==> src/rtl/msb_first_serializer.sv <==
// MSB-first parallel-to-serial converter with valid/ready load and per-bit frame flags.
// Define SERIALIZER_BACK2BACK_EN to allow a new word to be accepted during the frame_end cycle.
module msb_first_serializer #(
   parameter int WIDTH = 8
) (
   input  logic             clk,
   input  logic             rst,
   input  logic [WIDTH-1:0] data_in,
   input  logic             load_valid,
   output logic             load_ready,
   output logic             x_out,
   output logic             bit_valid,
   output logic             frame_start,
   output logic             frame_end,
   output logic             busy
);

   localparam int CW = (WIDTH > 1) ? $clog2(WIDTH) : 1;
   localparam logic [CW-1:0] CNT_TOP = CW'(WIDTH - 1);

   typedef enum logic {
      IDLE  = 1'b0,
      SHIFT = 1'b1
   } state_t;

   state_t           state_q, state_d;
   logic [WIDTH-1:0] shreg_q, shreg_d;
   logic [CW-1:0]    cnt_q, cnt_d;
   logic             x_d, bv_d, fs_d, fe_d;
   logic             accept;

   // cnt_q is the index of the bit currently on x_out; 0 marks the LSB cycle.
`ifdef SERIALIZER_BACK2BACK_EN
   assign load_ready = (state_q == IDLE) || (cnt_q == '0);
`else
   assign load_ready = (state_q == IDLE);
`endif

   assign accept = load_valid & load_ready;
   assign busy   = bit_valid;

   always_comb begin
      // NOTE: every signal written here gets a default first so no latch is inferred.
      state_d = state_q;
      shreg_d = shreg_q;
      cnt_d   = cnt_q;
      x_d     = 1'b0;
      bv_d    = 1'b0;
      fs_d    = 1'b0;
      fe_d    = 1'b0;

      if (accept) begin
         state_d = SHIFT;
         cnt_d   = CNT_TOP;
         x_d     = data_in[WIDTH-1];
         shreg_d = data_in << 1;
         bv_d    = 1'b1;
         fs_d    = 1'b1;
      end else if (state_q == SHIFT) begin
         if (cnt_q == '0) begin
            state_d = IDLE;
         end else begin
            cnt_d   = cnt_q - CW'(1);
            x_d     = shreg_q[WIDTH-1];
            shreg_d = shreg_q << 1;
            bv_d    = 1'b1;
            fe_d    = (cnt_q == CW'(1));
         end
      end
   end

   always_ff @(posedge clk) begin
      // NOTE: sequential state uses non-blocking assignments only.
      if (rst) begin
         state_q     <= IDLE;
         shreg_q     <= '0;
         cnt_q       <= '0;
         x_out       <= 1'b0;
         bit_valid   <= 1'b0;
         frame_start <= 1'b0;
         frame_end   <= 1'b0;
      end else begin
         state_q     <= state_d;
         shreg_q     <= shreg_d;
         cnt_q       <= cnt_d;
         x_out       <= x_d;
         bit_valid   <= bv_d;
         frame_start <= fs_d;
         frame_end   <= fe_d;
      end
   end

endmodule

==> config.mk <==
export PLATFORM = sky130hd
export DESIGN_NAME = msb_first_serializer
export DESIGN_NICKNAME = d
export VERILOG_FILES = /design/src/rtl/msb_first_serializer.sv
export SDC_FILE = /design/constraint.sdc
export NUM_CORES = 1
export LEC_CHECK = 0
export CORE_MARGIN = 2
export CORE_UTILIZATION = 28
export DETAILED_ROUTE_END_ITERATION = 12
export PLACE_DENSITY = 0.56
export SLEW_MARGIN = 10
export SYNTH_ARGS = -nofsm -noshare
export SYNTH_HDL_FRONTEND = slang
export SYNTH_SLANG_ARGS = --single-unit
==> constraint.sdc <==
create_clock -name clk -period 3.1 [get_ports clk]
set_input_delay 0.775 -clock clk [delete_from_list [all_inputs] [get_ports clk]]
set_output_delay 0.775 -clock clk [all_outputs]
set_load 0.01 [all_outputs]
### Word level (Yosys, flattened, before mapping)

Index checks and enable logic that the tools add are counted.
W data, S select, Z words.

| storage, ports and cells | value |
|---|---|
| flip-flop bits (word level) | 14 |
| input port bits | 11 |
| word-level logic and storage cells | 28 |

| cells by class | value |
|---|---|
| add/subtract/negate cells | 1 |
| eq/ne operators | 2 |
| multiplexer cells | 13 |
| bitwise gates (word level) | 2 |
| reductions and logical operators | 4 |

Operator list:

| cell | number |
|---|---|
| $mux W8 | 3 |
| $mux W3 | 3 |
| $mux W1 | 7 |
| $reduce_or A4 Y1 | 1 |
| $eq A3 B1 Y1 const B | 1 |
| $logic_not A3 Y1 | 1 |
| $sub A3 B1 Y3 const B | 1 |
| $ne A2 B2 Y1 const B | 1 |
| $reduce_and A2 Y1 | 1 |
| $reduce_bool A2 Y1 | 1 |
| $and A1 B1 Y1 | 1 |
| $not A1 Y1 | 1 |

### Logic depth before layout (Yosys ltp)

| depth | value |
|---|---|
| depth in word-level cells | 4 |
| depth in mapped cells | 6 |
| mapped depth without buffers | 5 |

### Least setup slack after synthesis

Ideal clock, no wire load.

| timing | value |
|---|---|
| path kind | register to output |
| start point | register state_q |
| end point | output load_ready |
| arrival time | 0.678 ns |
| data required time | 2.325 ns |
| path slack | 1.647 ns |
| cell stages (with the launch flop) | 2 |
| buffers on the path | 0 |
| path through | dfxtp_1 -> clkinv_1 |

| on the way | value |
|---|---|
| word-level cells in the longest chain between the ends | 1 |

RTL lines:

| item | RTL line | source |
|---|---|---|
| from (decl) | 26 | `state_t state_q, state_d;` |
| from (signal assigned) | 83 | `state_q <= state_d;` |
| $not A1 Y1 (no source line) | -- |  |
| to (decl) | 10 | `output logic load_ready,` |

No other way between the ends.

### Final worst setup path

Ends and elaborated chain as after synthesis.

==> results.json <==
{
  "via_count": 539,
  "ios": 17,
  "die-area_mm2": 0.00271,
  "maxCapViolations": 0,
  "gp_congestion": 0.734,
  "clock_path_buffers": 2,
  "avgSynthCellArea_um2": 9.78,
  "synthCells": 66,
  "cts_sinks": 14,
  "highest_layer": "met4",
  "finalSetupViolations": 0,
  "layout.nets": 95,
  "worstSetupStartpointType": "flip-flop",
  "drv_slew": 0,
  "grt_first_pass_wirelength_um": 2080,
  "required_ns": 2.32,
  "clk_latency_ns": 0.28,
  "cts_tree": "done",
  "grt_antenna_before_repair": 0,
  "met1_length_um": 650,
  "worstSetupEndpointType": "output port",
  "grt_overflow": 0,
  "maxSlewHeadroom_pct": 62.9,
  "tightest_slew_ns": 0.556,
  "die_y_um": 52.0,
  "ys_seq_area_share_pct": 43.4,
  "grt_max_degree": 17,
  "drt_first_pass_iters": 4,
  "numCtsBuffers": 3,
  "cts_max_level": 1,
  "met3_length_um": 68,
  "clock_skew_ns": 0.00106,
  "drt_drc_violations_left": 0,
  "grt_setup_unrepaired": "no",
  "ys_ff_latch": 14,
  "cts_root_buf": "clkbuf_4",
  "setup_tns_ns": 0,
  "finalCritPeriodShare_pct": 75.2,
  "wl_per_cell_um": 12.0,
  "drtIter0Drc": 3,
  "peakVddDrop_v": 0.000252,
  "min_path_type": "flip-flop to flip-flop",
  "hpwlAfterDp_um": 898,
  "grt_pass1_vias": 474,
  "period_needed_ns": 2.33,
  "status": "finished clean",
  "syn_nets": 80,
  "core_mm2": 0.00219,
  "drive_gt1_share_pct": 12.5,
  "routed_wl_um": 1290,
  "postCtsSetupBuffers": 0,
  "hold_viol": 0,
  "synth_largest_area_cell": "dfxtp_1",
  "vias_per_cell": 4.99,
  "n_fill_cell": 223,
  "io_buffers": 16,
  "crit_type": "flip-flop to output port",
  "fp.dieW_um": 52.0,
  "syn_area_um2": 646,
  "arrival_ns": 1.56,
  "antenna_cells": 0,
  "clkTransAtPathRegs_ns": 0.09,
  "start_util_pct": 29.5,
  "clock.fmax_mhz": 429,
  "wl_met2_um": 560,
  "worst-path-max-fanout": 16,
  "track_usage_pct": 10.8,
  "synth.distinct_cells": 24,
  "synth_top_area_share_pct": 43.4,
  "p_leak_nw": 0.297,
  "cts_resized": 0,
  "ys_top_cells_by_area": "dfxtp_1, a32oi_1, o211ai_1",
  "yosys_warnings": 0,
  "p_per_area_mw_per_mm2": 511,
  "rows": 17,
  "cts-hold-fix-buffers": 0,
  "utilization_pct": 38.4,
  "area_delta_synth_final_pct": 30.4,
  "ant_nets": 0
}
[critical path, cell delays in order, from the launching register on]
cell and delay, ns:
dfxtp_1 0.31, buf_4 0.21, clkinv_1 0.22, clkdlybuf4s50_1 0.54
[worst paths after layout]
kind | startpoint | to | slack [ns] | cells past startpoint
setup reg to reg | cnt_q[0]$_SDFFE_PP0P_ | frame_end$_SDFF_PP0_ | 1.58 | 5
setup / recovery | state_q$_SDFF_PP0_ | load_ready | 0.77 | 3
hold reg to reg | shreg_q[4]$_SDFFE_PP0P_ | shreg_q[4]$_SDFFE_PP0P_ | 0.50 | 2
hold / removal | shreg_q[4]$_SDFFE_PP0P_ | shreg_q[4]$_SDFFE_PP0P_ | 0.50 | 2
[metal layers]
metal | vias up | track usage (%)
li1 | 276 | -
met1 | 249 | 13.2
met2 | 12 | 15.4
met3 | 2 | 4.02
met4 | 0 | 7.89
met5 | - | 0
[logic make-up (layout without fill, tap and decap cells)]
logic type,count (synthesis),count (layout),synth area share [%]
AO/OA/AOI/OAI,26,26,29.5
flip-flops,14,14,43.4
AND/OR/NAND/NOR,13,13,13.0
buffers and inverters,10,24,8.33
adder cells (fa/ha/maj),3,3,5.81
[stage by stage]
step | power (W) | cells | area (um^2) | hold slack (ns) | setup slack, ns
2_1_floorplan | 0.000272 | 66 | 646 | 0.440 | 1.65
3_3_place_gp | 0.000300 | 104 | 806 | 0.481 | 1.04
3_5_place_dp | 0.000301 | 104 | 806 | 0.487 | 1.01
4_1_cts | 0.000435 | 108 | 842 | 0.501 | 0.763
5_1_grt | 0.000459 | 108 | 842 | 0.522 | 0.654
6_report | 0.000430 | 108 | 842 | 0.496 | 0.769
[final cells by class]
| cell class | count | area [um^2] | area share [%] |
|---|---|---|---|
| Tap cell | 28 | 35.0 | 4.16 |
| Inverter | 3 | 11.3 | 1.34 |
| Multi-Input combinational cell | 42 | 312 | 37.0 |
| Clock buffer | 4 | 36.3 | 4.31 |
| Sequential cell | 14 | 280 | 33.3 |
| Timing Repair Buffer | 17 | 168 | 19.9 |
[state kept, by name, summed over array words and instances, names as in the netlist]
signal / flops
frame_start: 1
state_q: 1
x_out: 1
cnt_q: 3
frame_end: 1
shreg_q: 7
[placed cells by master (no fill, tap or decap), types with 2 or more instances in the layout]
master,synthesis,routed
a31oi_1,2,2
clkdlybuf4s50_1,0,16
dfxtp_1,14,14
clkbuf_4,1,3
o211ai_1,7,7
nand2b_1,2,2
a21oi_1,8,8
ha_1,3,3
a32oi_1,7,7
inv_1,2,2
nand2_1,3,3
nor2_1,2,2
[cell usage after synthesis]
library cell / n
nor4b_1: 1
a31oi_1: 2
nor2b_1: 1
or3_1: 1
and2b_2: 1
nand2b_1: 2
ha_1: 3
nand2_4: 1
clkinv_1: 1
and3_4: 1
buf_4: 1
a31o_2: 1
clkbuf_1: 3
a32oi_1: 7
buf_6: 1
nor2_1: 2
nand2_1: 3
a311oi_2: 1
clkbuf_4: 1
a21oi_1: 8
inv_1: 2
buf_2: 1
o211ai_1: 7
dfxtp_1: 14
[report_power, final]
part / leakage [nW] / internal (W) / switching [W]
registers: 0.115 / 0.000194 / 0.00000744
clock network: 0.0210 / 0.0000714 / 0.0000617
logic: 0.160 / 0.0000437 / 0.0000516
total: 0.297 / 0.000309 / 0.000121
(Power assumes the default switching activity.)
